File: src/rtl/y_alu.sv
// Registered integer ALU: AND, OR, ADD, SUB and unsigned set-less-than.
// One clock of latency from a/b/op to the z result and ex zero flag.
module y_alu #(
  parameter int WIDTH = 32
) (
  input  logic             clk,
  input  logic             rst,
  input  logic [WIDTH-1:0] a,
  input  logic [WIDTH-1:0] b,
  input  logic [2:0]       op,
  output logic [WIDTH-1:0] z,
  output logic             ex
);

  localparam logic [2:0] OP_AND = 3'b000;
  localparam logic [2:0] OP_OR  = 3'b001;
  localparam logic [2:0] OP_ADD = 3'b010;
  localparam logic [2:0] OP_SUB = 3'b110;
  localparam logic [2:0] OP_SLT = 3'b111;

  // No handshake: a new operation is accepted on every rising edge and its
  // result is visible on z/ex right after that edge; rst wins over any op.

  logic             sub;
  logic [WIDTH-1:0] b_eff;
  logic [WIDTH:0]   sum;
  logic             carry;
  logic             lt;
  logic [WIDTH-1:0] r;

  // Shared adder: op[2] selects a + ~b + 1 for both SUB and SLT.
  assign sub   = op[2];
  assign b_eff = sub ? ~b : b;
  assign sum   = {1'b0, a} + {1'b0, b_eff} + {{WIDTH{1'b0}}, sub};
  assign carry = sum[WIDTH];
  // Carry-out of a + ~b + 1 is set exactly when a >= b (unsigned).
  assign lt    = ~carry;

  always_comb begin
    r = '0;
    case (op)
      OP_AND:  r = a & b;
      OP_OR:   r = a | b;
      OP_ADD:  r = sum[WIDTH-1:0];
      OP_SUB:  r = sum[WIDTH-1:0];
      OP_SLT:  r = {{(WIDTH-1){1'b0}}, lt};
      default: r = '0;
    endcase
  end

  always_ff @(posedge clk) begin
    if (rst) begin
      z  <= '0;
      ex <= 1'b1;
    end else begin
      z  <= r;
      ex <= (r == '0);
    end
  end

endmodule

File: config.mk
export PLATFORM = sky130hd
export DESIGN_NAME = y_alu
export DESIGN_NICKNAME = d
export VERILOG_FILES = /design/src/rtl/y_alu.sv
export SDC_FILE = /design/constraint.sdc
export NUM_CORES = 1
export LEC_CHECK = 0
export CAP_MARGIN = 40
export CORE_MARGIN = 2
export CORE_UTILIZATION = 30
export CTS_CLUSTER_SIZE = 12
export DETAILED_ROUTE_END_ITERATION = 12
export SETUP_SLACK_MARGIN = 0.3
export SYNTH_ARGS = -nofsm -noshare
export SYNTH_HDL_FRONTEND = slang
export SYNTH_SLANG_ARGS = --single-unit
File: constraint.sdc
create_clock -name clk -period 5.4 [get_ports clk]
set_clock_uncertainty 0.15 [all_clocks]
set_input_delay 1.08 -clock clk [delete_from_list [all_inputs] [get_ports clk]]
set_output_delay 1.08 -clock clk [all_outputs]
set_load 0.01 [all_outputs]
* Word level (Yosys, flattened, before mapping)
Cells that the tools add are included.
** Word-level totals
- Register bits after elaboration :: 33
- Input bits :: 69
- Output and inout bits :: 33
- Logic and storage cells :: 17
** Cells by class
- Add/sub/neg operators :: 2
- Eq/ne operators :: 4
- Mux-type cells :: 2
- Bitwise logic cells :: 4
- Reductions and logical operators :: 3
** Operators with widths (number)
- $pmux W32 S4 :: 1
- $add A32 B32 Y33 :: 1
- $add A33 B1 Y33 :: 1
- $and A32 B32 Y32 :: 1
- $logic_not A32 Y1 :: 1
- $mux W32 :: 1
- $not A32 Y32 :: 1
- $or A32 B32 Y32 :: 1
- $eq A3 B3 Y1 const B :: 2
- $eq A3 B1 Y1 const B :: 1
- $eq A3 B2 Y1 const B :: 1
- $logic_not A3 Y1 :: 1
- $reduce_or A2 Y1 :: 1
- $not A1 Y1 :: 1

* Logic depth before layout (Yosys ltp)
Gate-level depths: netlist of the first run.
- Word-level depth :: 7
- Gate-level depth with buffers :: 14
- Gate-level depth less buffers :: 12

* Least setup slack after synthesis of the first run
OpenSTA, ideal clock, no wires.
- Kind :: input -> register
- Start point :: input port op[2]
- End point :: register ex
- Setup time :: 60 ps
- Data arrival time :: 4091 ps
- Data required time :: 5190 ps
- Setup slack :: 1099 ps
- Stages :: 13
- Path buffers :: 2
- Path through :: buf_6 -> clkbuf_1 -> xor2_1 -> ha_1 -> and3b_1 -> o211a_1 -> or3_4 -> a211oi_2 -> nand4_1 -> a2111oi_2 -> nand4_1 -> nor4b_2 -> a41o_1
** Between the ends
- Cells in the longest elaborated chain, start to end :: 6
- Elaborated cells on any way between the ends :: 12
- Those cells by class :: add/sub (2); eq/ne (4); mux (2); bitwise (1); reduce/logical (3)
** RTL lines
- from (decl) :: line 10 : input logic [2:0] op,
- $mux W32 :: line 33 : assign b_eff = sub ? ~b : b;
- $add A32 B32 Y33 :: line 34 : assign sum = {1'b0, a} + {1'b0, b_eff} + {{WIDTH{1'b0}}, sub};
- $add A33 B1 Y33 :: line 34
- $not A1 Y1 :: line 37 : assign lt = ~carry;
- $pmux W32 S4 (*) :: line 41 : case (op)
- $logic_not A32 Y1 (*) :: line 57 : ex <= (r == '0);
- to (signal assigned) :: line 57
- to (decl) :: line 12 : output logic ex
Every way passes the cells marked *; elsewhere a longest branch is shown, timed or not.
A chain may end at the register's enable or synchronous reset.

* Worst setup path in the final report of the first run
- Start point :: input port b[1]
- End point :: register ex
** Between the ends
- Cells in the longest elaborated chain, start to end :: 7
- Elaborated cells on any way between the ends :: 9
- Those cells by class :: add/sub (2); mux (2); bitwise (4); reduce/logical (1)
** RTL lines
- from (decl) :: line 9 : input logic [WIDTH-1:0] b,
- $not A32 Y32 :: line 33
- $mux W32 :: line 33
- $add A32 B32 Y33 :: line 34
- $add A33 B1 Y33 :: line 34
- $not A1 Y1 :: line 37
- $pmux W32 S4 (*) :: line 41
- $logic_not A32 Y1 (*) :: line 57
Marked as above.

==> impl_summary.txt, run 1 <==
----------------------------------------------------
[Floorplan]
  Y dimension of the die ... 121 um
  Cell row count ... 42
  Starting density of the core ... 0.309
  Die boundary width ... 121 um
  Count of pins on the block boundary ... 102
  Core Area ... 13300 sq um
  DIE AREA ... 14700 sq um

[Critical path]
  Worst path arrival time ... 4720 ps
  Nature of the critical path endpoint ... flip-flop
  CP Class ... input pin to flip-flop
  Maximum fanout along the worst path ... 5
  Startpoint kind of the worst setup timing path ... input pin
  Required time reported for the critical path endpoint ... 5470 ps

[Yosys]
  Synthesized net count ... 625
  Area of the mapped netlist ... 4120 sq um
  Post-synthesis async set-or-reset flop share ... 0
  Flip-flop and latch count after synthesis ... 33
  Top FF cell, synth ... dfxtp_1
  Post-synthesis area per instance ... 7.89 sq um
  Distinct cell type count after synthesis ... 79
  Number of synthesis warnings ... 0
  Number of standard cells after synthesis ... 522
  Number of enable flip-flop cells after synthesis ... 0
  Proportion of synthesized chip area in sequential cells ... 0.160

[Placed design]
  Placed wire-length estimate after detailed placement ... 12000 um
  Final weighted congestion in routability-driven placement ... 0.943
  Number of I/O port buffers ... 101
  Placed Area ... 5230 sq um

[Clock tree]
  Post-CTS setup buffer count ... 0
  Count of hold buffers inserted by post-cts repair ... 0
  H-tree lvl count ... 2
  Number of CTS-inserted buffers ... 5
  TritonCTS clock tree ... yes
  Post-CTS resize count ... 0
  Number of buffers on the longest clock path ... 2
  Clock sink count ... 33
  Clk root buf ... clkbuf_16
  Clock-pin slew reported for the worst setup and hold paths after clock tree synthesis ... 50 ps

[Timing]
  Max-slew headroom ... 0.535
  Measured slew at the worst slew-check pin ... 689 ps
  Fmax ... 0.215 GHz
  Fin crit period ... 4650 ps
  Number of max-slew violations in the final report ... 0
  Setup tns final ... 0 ps
  Count of endpoints failing setup in the final report ... 0
  Unrepaired setup endpoints after global routing ... no
  Final critical-path share of the clock period ... 0.862
  Hold Vio Cnt, Final ... 0

[Global routing]
  Number of global-route vias before repair ... 3997
  Initial antenna violation count ... 0
  Overall fraction of global-route tracks in use ... 0.191
  Global-route wire length before repair ... 22100 um
  Pin count of the biggest net entering global routing ... 22
  Total gr overflow ... 0

[Power and ir drop]
  Power density cells ... 226 nW/um^2
  Max VDD drop ... 0.101 mV
  Pleak ... 2.00 nW

[Hold path]
  Class of the tightest hold or removal check ... input pin to flip-flop
  Hold Crit Start ... op[2]
  Hold path depth ... 6
  Hold Path Sink ... z[1]

[Finish]
  Antenna cell count ... 0
  Layout cells sized above 1 ... 0.0860
  Fill cell total of the finished layout ... 1380
  Synthesis-to-finish area growth ... 31.1%
  Number of nets in the finished design ... 718
  Post-route cell area ... 5400 sq um

[Run]
  Number of violations of the max-capacitance limit ... 0

[Route]
  Post-detailed-route wirelength per cell ... 18.2 um
  DRC violation count after routing ... 0
  Router iterations before antenna repair ... 6
  Via/cell ratio ... 5.61
  Total wire length after detailed routing ... 14400 um
  Starting DRC count in detailed routing ... 533
  Count of nets left with antenna violations after detail routing ... 0
  Via count ... 4447

[Status]
  Run status ... complete, no violations

----------------------------------------------------
-- kinds of logic (layout without fill, tap and decap cells) --
group	Yosys count	in the layout	synth area share
mux	3	3	0.00820
xor+xnor	44	44	0.0936
flops	33	33	0.160
fa+ha+maj	61	61	0.172
buf+inv	33	127	0.0580
compound gates	173	173	0.300
simple gates	175	175	0.208
-- cells in the mapped netlist (all sizes together) (8+ instances only) --
cell / number / area (sq um)
a21oi: 54 / 282
clkbuf: 16 / 120
buf: 10 / 87.6
ha: 33 / 413
o21ai: 37 / 185
nand2: 60 / 230
nand3: 8 / 40.0
nor2b: 11 / 68.8
maj3: 27 / 274
xor2: 38 / 333
nand4: 17 / 106
dfxtp: 33 / 661
o21a: 9 / 68.8
nor2: 41 / 156
nor3: 10 / 50.1
or3: 9 / 61.3
-- report_power, final --
| group | internal (mW) | leakage (nW) | switching, mW |
|---|---|---|---|
| logic | 0.268 | 1.64 | 0.361 |
| clock network | 0.230 | 0.0841 | 0.0928 |
| registers | 0.264 | 0.271 | 0.00505 |
| total | 0.762 | 2.00 | 0.459 |
-- metal layers --
metal	vias up	part of all wire	GRT usage
met5	-	0	0
met4	0	0.023	0.0553
met3	23	0.082	0.0202
met2	220	0.43	0.286
met1	2065	0.46	0.288
li1	2139	-	-
-- layout by cell type (no fill, tap or decap), types with 11 or more instances in the layout --
master / n
nand2_1: 58
dfxtp_1: 33
a21oi_1: 51
maj3_1: 24
ha_1: 33
o21ai_0: 34
buf_4: 11
nand4_1: 17
nor2_1: 40
clkdlybuf4s50_1: 100
xor2_1: 38
-- per-stage QoR --
stage	instances	utilization	power, mW	setup WS (ps)	hold slack, ps
global placement	783	0.391	0.889	651	1670
detailed placement	784	0.392	0.889	461	1670
floorplan	522	-	0.681	1100	1000
CTS	792	0.405	1.22	775	1500
finish	792	0.405	1.22	748	1510
global route	792	0.405	1.30	460	1550
-- flip-flops by register name, indices dropped and copies added (netlist names) --
name  cells
ex        1
z        32
-- worst max-delay path, stage by stage --
cell and delay, ps:
clkdlybuf4s50_1 520, xor2_1 240, inv_1 100, fa_1 460, nand3b_1 240, a21oi_2 260
nor2_1 100, o311ai_0 650, nand2_1 180, xor2_1 160, o21ai_0 110, a2111oi_0 380
a41o_1 230
-- final cells by class --
cell class,count,area [sq um],area share
Sequential cell,33,661,0.122
Timing Repair Buffer,113,1100,0.204
Inverter,6,22.5,0.00417
Clock buffer,7,143,0.0264
Tap cell,176,220,0.0408
Clock inverter,1,30.0,0.00556
Multi-Input combinational cell,456,3220,0.596
-- worst max path at each step --
| stage | from | end | slack (ps) | cells after the start |
|---|---|---|---|---|
| after detailed placement | b[1] | ex | 460 | 13 |
| final | b[1] | ex | 750 | 13 |
| after CTS | b[1] | ex | 780 | 13 |
| after global placement | b[0] | ex | 650 | 12 |
| after floorplan | op[2] | ex | 1100 | 13 |
| after global routing | b[1] | ex | 460 | 13 |
No activity file was read; power rests on OpenSTA's default activity.
==> run 2, diff against run 1 <==
--- a/config.mk
+++ b/config.mk
@@ -6,10 +6,11 @@
 export NUM_CORES = 1
 export LEC_CHECK = 0
 export CAP_MARGIN = 40
-export CORE_MARGIN = 2
+export CORE_MARGIN = 5
 export CORE_UTILIZATION = 30
 export CTS_CLUSTER_SIZE = 12
 export DETAILED_ROUTE_END_ITERATION = 12
+export REMOVE_ABC_BUFFERS = 1
 export SETUP_SLACK_MARGIN = 0.3
 export SYNTH_ARGS = -nofsm -noshare
 export SYNTH_HDL_FRONTEND = slang
==> impl_summary.txt, run 2 (synthesis gave the netlist of run 1 again) <==
----------------------------------------------------
[Status]
  Run status ... complete, no violations

[Timing]
  Hold Vio Cnt, Final ... 0 (unchanged)
  Fmax ... 0.213 GHz (-0.90%)
  Hold Worst Slack ... 1310 ps (-203 ps)
  Count of endpoints failing setup in the final report ... 0 (unchanged)
  Max-slew headroom ... 0.498 (-0.0369)
  Unrepaired setup endpoints after global routing ... no
  Final critical-path share of the clock period ... 0.869 (+0.00783)
  Fin crit period ... 4690 ps (+42.3 ps)
  Setup tns final ... 0 ps (unchanged)
  Number of max-slew violations in the final report ... 0 (unchanged)
  Measured slew at the worst slew-check pin ... 744 ps (+54.6 ps)

[Clock tree]
  Clock-pin slew reported for the worst setup and hold paths after clock tree synthesis ... 60 ps (about the same)
  Post-CTS resize count ... 0 (unchanged)
  Clock sink count ... 33 (unchanged)
  Count of hold buffers inserted by post-cts repair ... 0 (unchanged)
  Number of CTS-inserted buffers ... 5 (unchanged)
  Number of buffers on the longest clock path ... 2 (unchanged)
  TritonCTS clock tree ... yes
  H-tree lvl count ... 2 (unchanged)
  Clk root buf ... clkbuf_16
  Post-CTS setup buffer count ... 0 (unchanged)

[Finish]
  Fill cell total of the finished layout ... 1388 (+0.58%)
  Largest registers in the final layout ... z: 32 flops, ex: 1 flops
  Number of nets in the finished design ... 718 (unchanged)
  Count of placed standard cells in the final layout, fillers left out ... 791 (-0.13%)
  Layout cells sized above 1 ... 0.0862 (+0.000140)
  Antenna cell count ... 0 (unchanged)
  Register with the most flip-flops ... z
  Top library cells by usage in the layout, fill and taps aside ... clkdlybuf4s50_1 (100), nand2_1 (58), a21oi_1 (51)
  Combined flip-flop and latch cell area ... 661 sq um (unchanged)
  Commonest non-fill, non-tap cell in the layout ... clkdlybuf4s50_1
  Area taken by multi-input logic gates ... 3220 sq um (about the same)
  Synthesis-to-finish area growth ... 30.5%
  Number of flip-flops in the largest register ... 32 (unchanged)

[Critical path]
  Maximum fanout along the worst path ... 12 (+7)
  Required time reported for the critical path endpoint ... 5480 ps (about the same)
  Nature of the critical path endpoint ... flip-flop
  CP Class ... input pin to flip-flop
  Startpoint kind of the worst setup timing path ... input pin
  Worst path arrival time ... 4770 ps (+50 ps)

[Floorplan]
  DIE AREA ... 16200 sq um (+10%)
  Count of pins on the block boundary ... 102 (unchanged)
  Y dimension of the die ... 127 um (+5.0%)
  Core Area ... 13300 sq um (unchanged)
  Cell row count ... 42 (unchanged)
  Starting density of the core ... 0.309 (unchanged)
  Die boundary width ... 127 um (+5.0%)

[Global routing]
  Pin count of the biggest net entering global routing ... 29 (+32%)
  Total gr overflow ... 0 (unchanged)
  Overall fraction of global-route tracks in use ... 0.174 (-0.0176)
  Number of global-route vias before repair ... 4339 (+8.6%)
  Global-route wire length before repair ... 22600 um (+1.9%)
  Initial antenna violation count ... 0 (unchanged)

[Power and ir drop]
  Power density cells ... 220 nW/um^2 (-2.6%)
  Final Power ... 1.18 mW (-3.1%)
  Sequential share of power ... 0.227 (+0.007)
  Pleak ... 1.98 nW (-0.70%)
  Comb pwr share ... 0.523 (+0.008)
  Reported net switching power ... 469 uW (+2.3%)
  Internal power ... 713 uW (-6.4%)
  Clk pwr share ... 0.250 (-0.014)
  Switching part of the total ... 0.397 (+0.0210)
  Max VDD drop ... 0.102 mV (+0.72%)

[Placed design]
  Number of I/O port buffers ... 101 (unchanged)
  Placed cell count ... 784 (unchanged)
  Final weighted congestion in routability-driven placement ... 0.947 (+0.47%)
  Placed wire-length estimate after detailed placement ... 11900 um (-0.67%)

[Route]
  Via count ... 4339 (-2.4%)
  Router iterations before antenna repair ... 4 (-2)
  DRC violation count after routing ... 0 (unchanged)
  Starting DRC count in detailed routing ... 216 (-59%)
  Total wire length after detailed routing ... 14400 um (+0.39%)
  Post-detailed-route wirelength per cell ... 18.2 um (+0.52%)
  Count of nets left with antenna violations after detail routing ... 0 (unchanged)
  Via/cell ratio ... 5.49 (-2.3%)

[Run]
  Number of violations of the max-capacitance limit ... 0 (unchanged)

[Hold path]
  Hold path depth ... 2 (-4)
  Class of the tightest hold or removal check ... input pin to flip-flop

----------------------------------------------------
==> run 2: changes by cell type in the layout (fill, tap and decap cells not counted) <==
cell / before / now
nor2_1: 40 / 39
nor2_2: 1 / 2
bufinv_16: 1 / 0
==> run 2: through the flow <==
stage	worst slack (ps)	cell area, sq um	util
floorplan	1590	3900	-
global placement	494	5220	0.391
detailed placement	432	5230	0.392
CTS	691	5370	0.403
global route	479	5370	0.403
finish	706	5370	0.403
==> run 2: final timing paths <==
kind,end,slack [ps],start
max,ex,710,op[2]
min,z[20],1310,rst
==> run 2: power by group through the flow <==
stage / combinational (mW) / clock (mW) / sequential [mW]
floorplan: 0.366 / 0 / 0.285
global placement: 0.612 / 0 / 0.274
global route: 0.675 / 0.312 / 0.270
finish: 0.619 / 0.295 / 0.269
detailed placement: 0.614 / 0 / 0.274
CTS: 0.618 / 0.304 / 0.269
==> run 2: cell type report <==
cell class,instances,area share
Inverter,6,0.00419
Multi-Input combinational cell,456,0.600
Clock buffer,7,0.0265
Tap cell,176,0.0410
Sequential cell,33,0.123
Timing Repair Buffer,113,0.205
==> run 2: critical path: stages <==
cell and delay (ps):
buf_2 300, buf_4 280, buf_4 230, xor2_1 90
ha_1 440, nand4_1 170, nor3_1 280, o211ai_1 200
a31o_2 290, a32o_1 290, a311oi_1 290, nand4_1 210
nor4b_2 390, a41o_1 210
==> run 2: metal layers <==
metal,vias to the layer above,share of wire,GRT usage
met5,-,0,0
met4,0,0.017,0.0397
met3,16,0.048,0.0334
met2,115,0.48,0.306
met1,2060,0.45,0.219
li1,2148,-,-
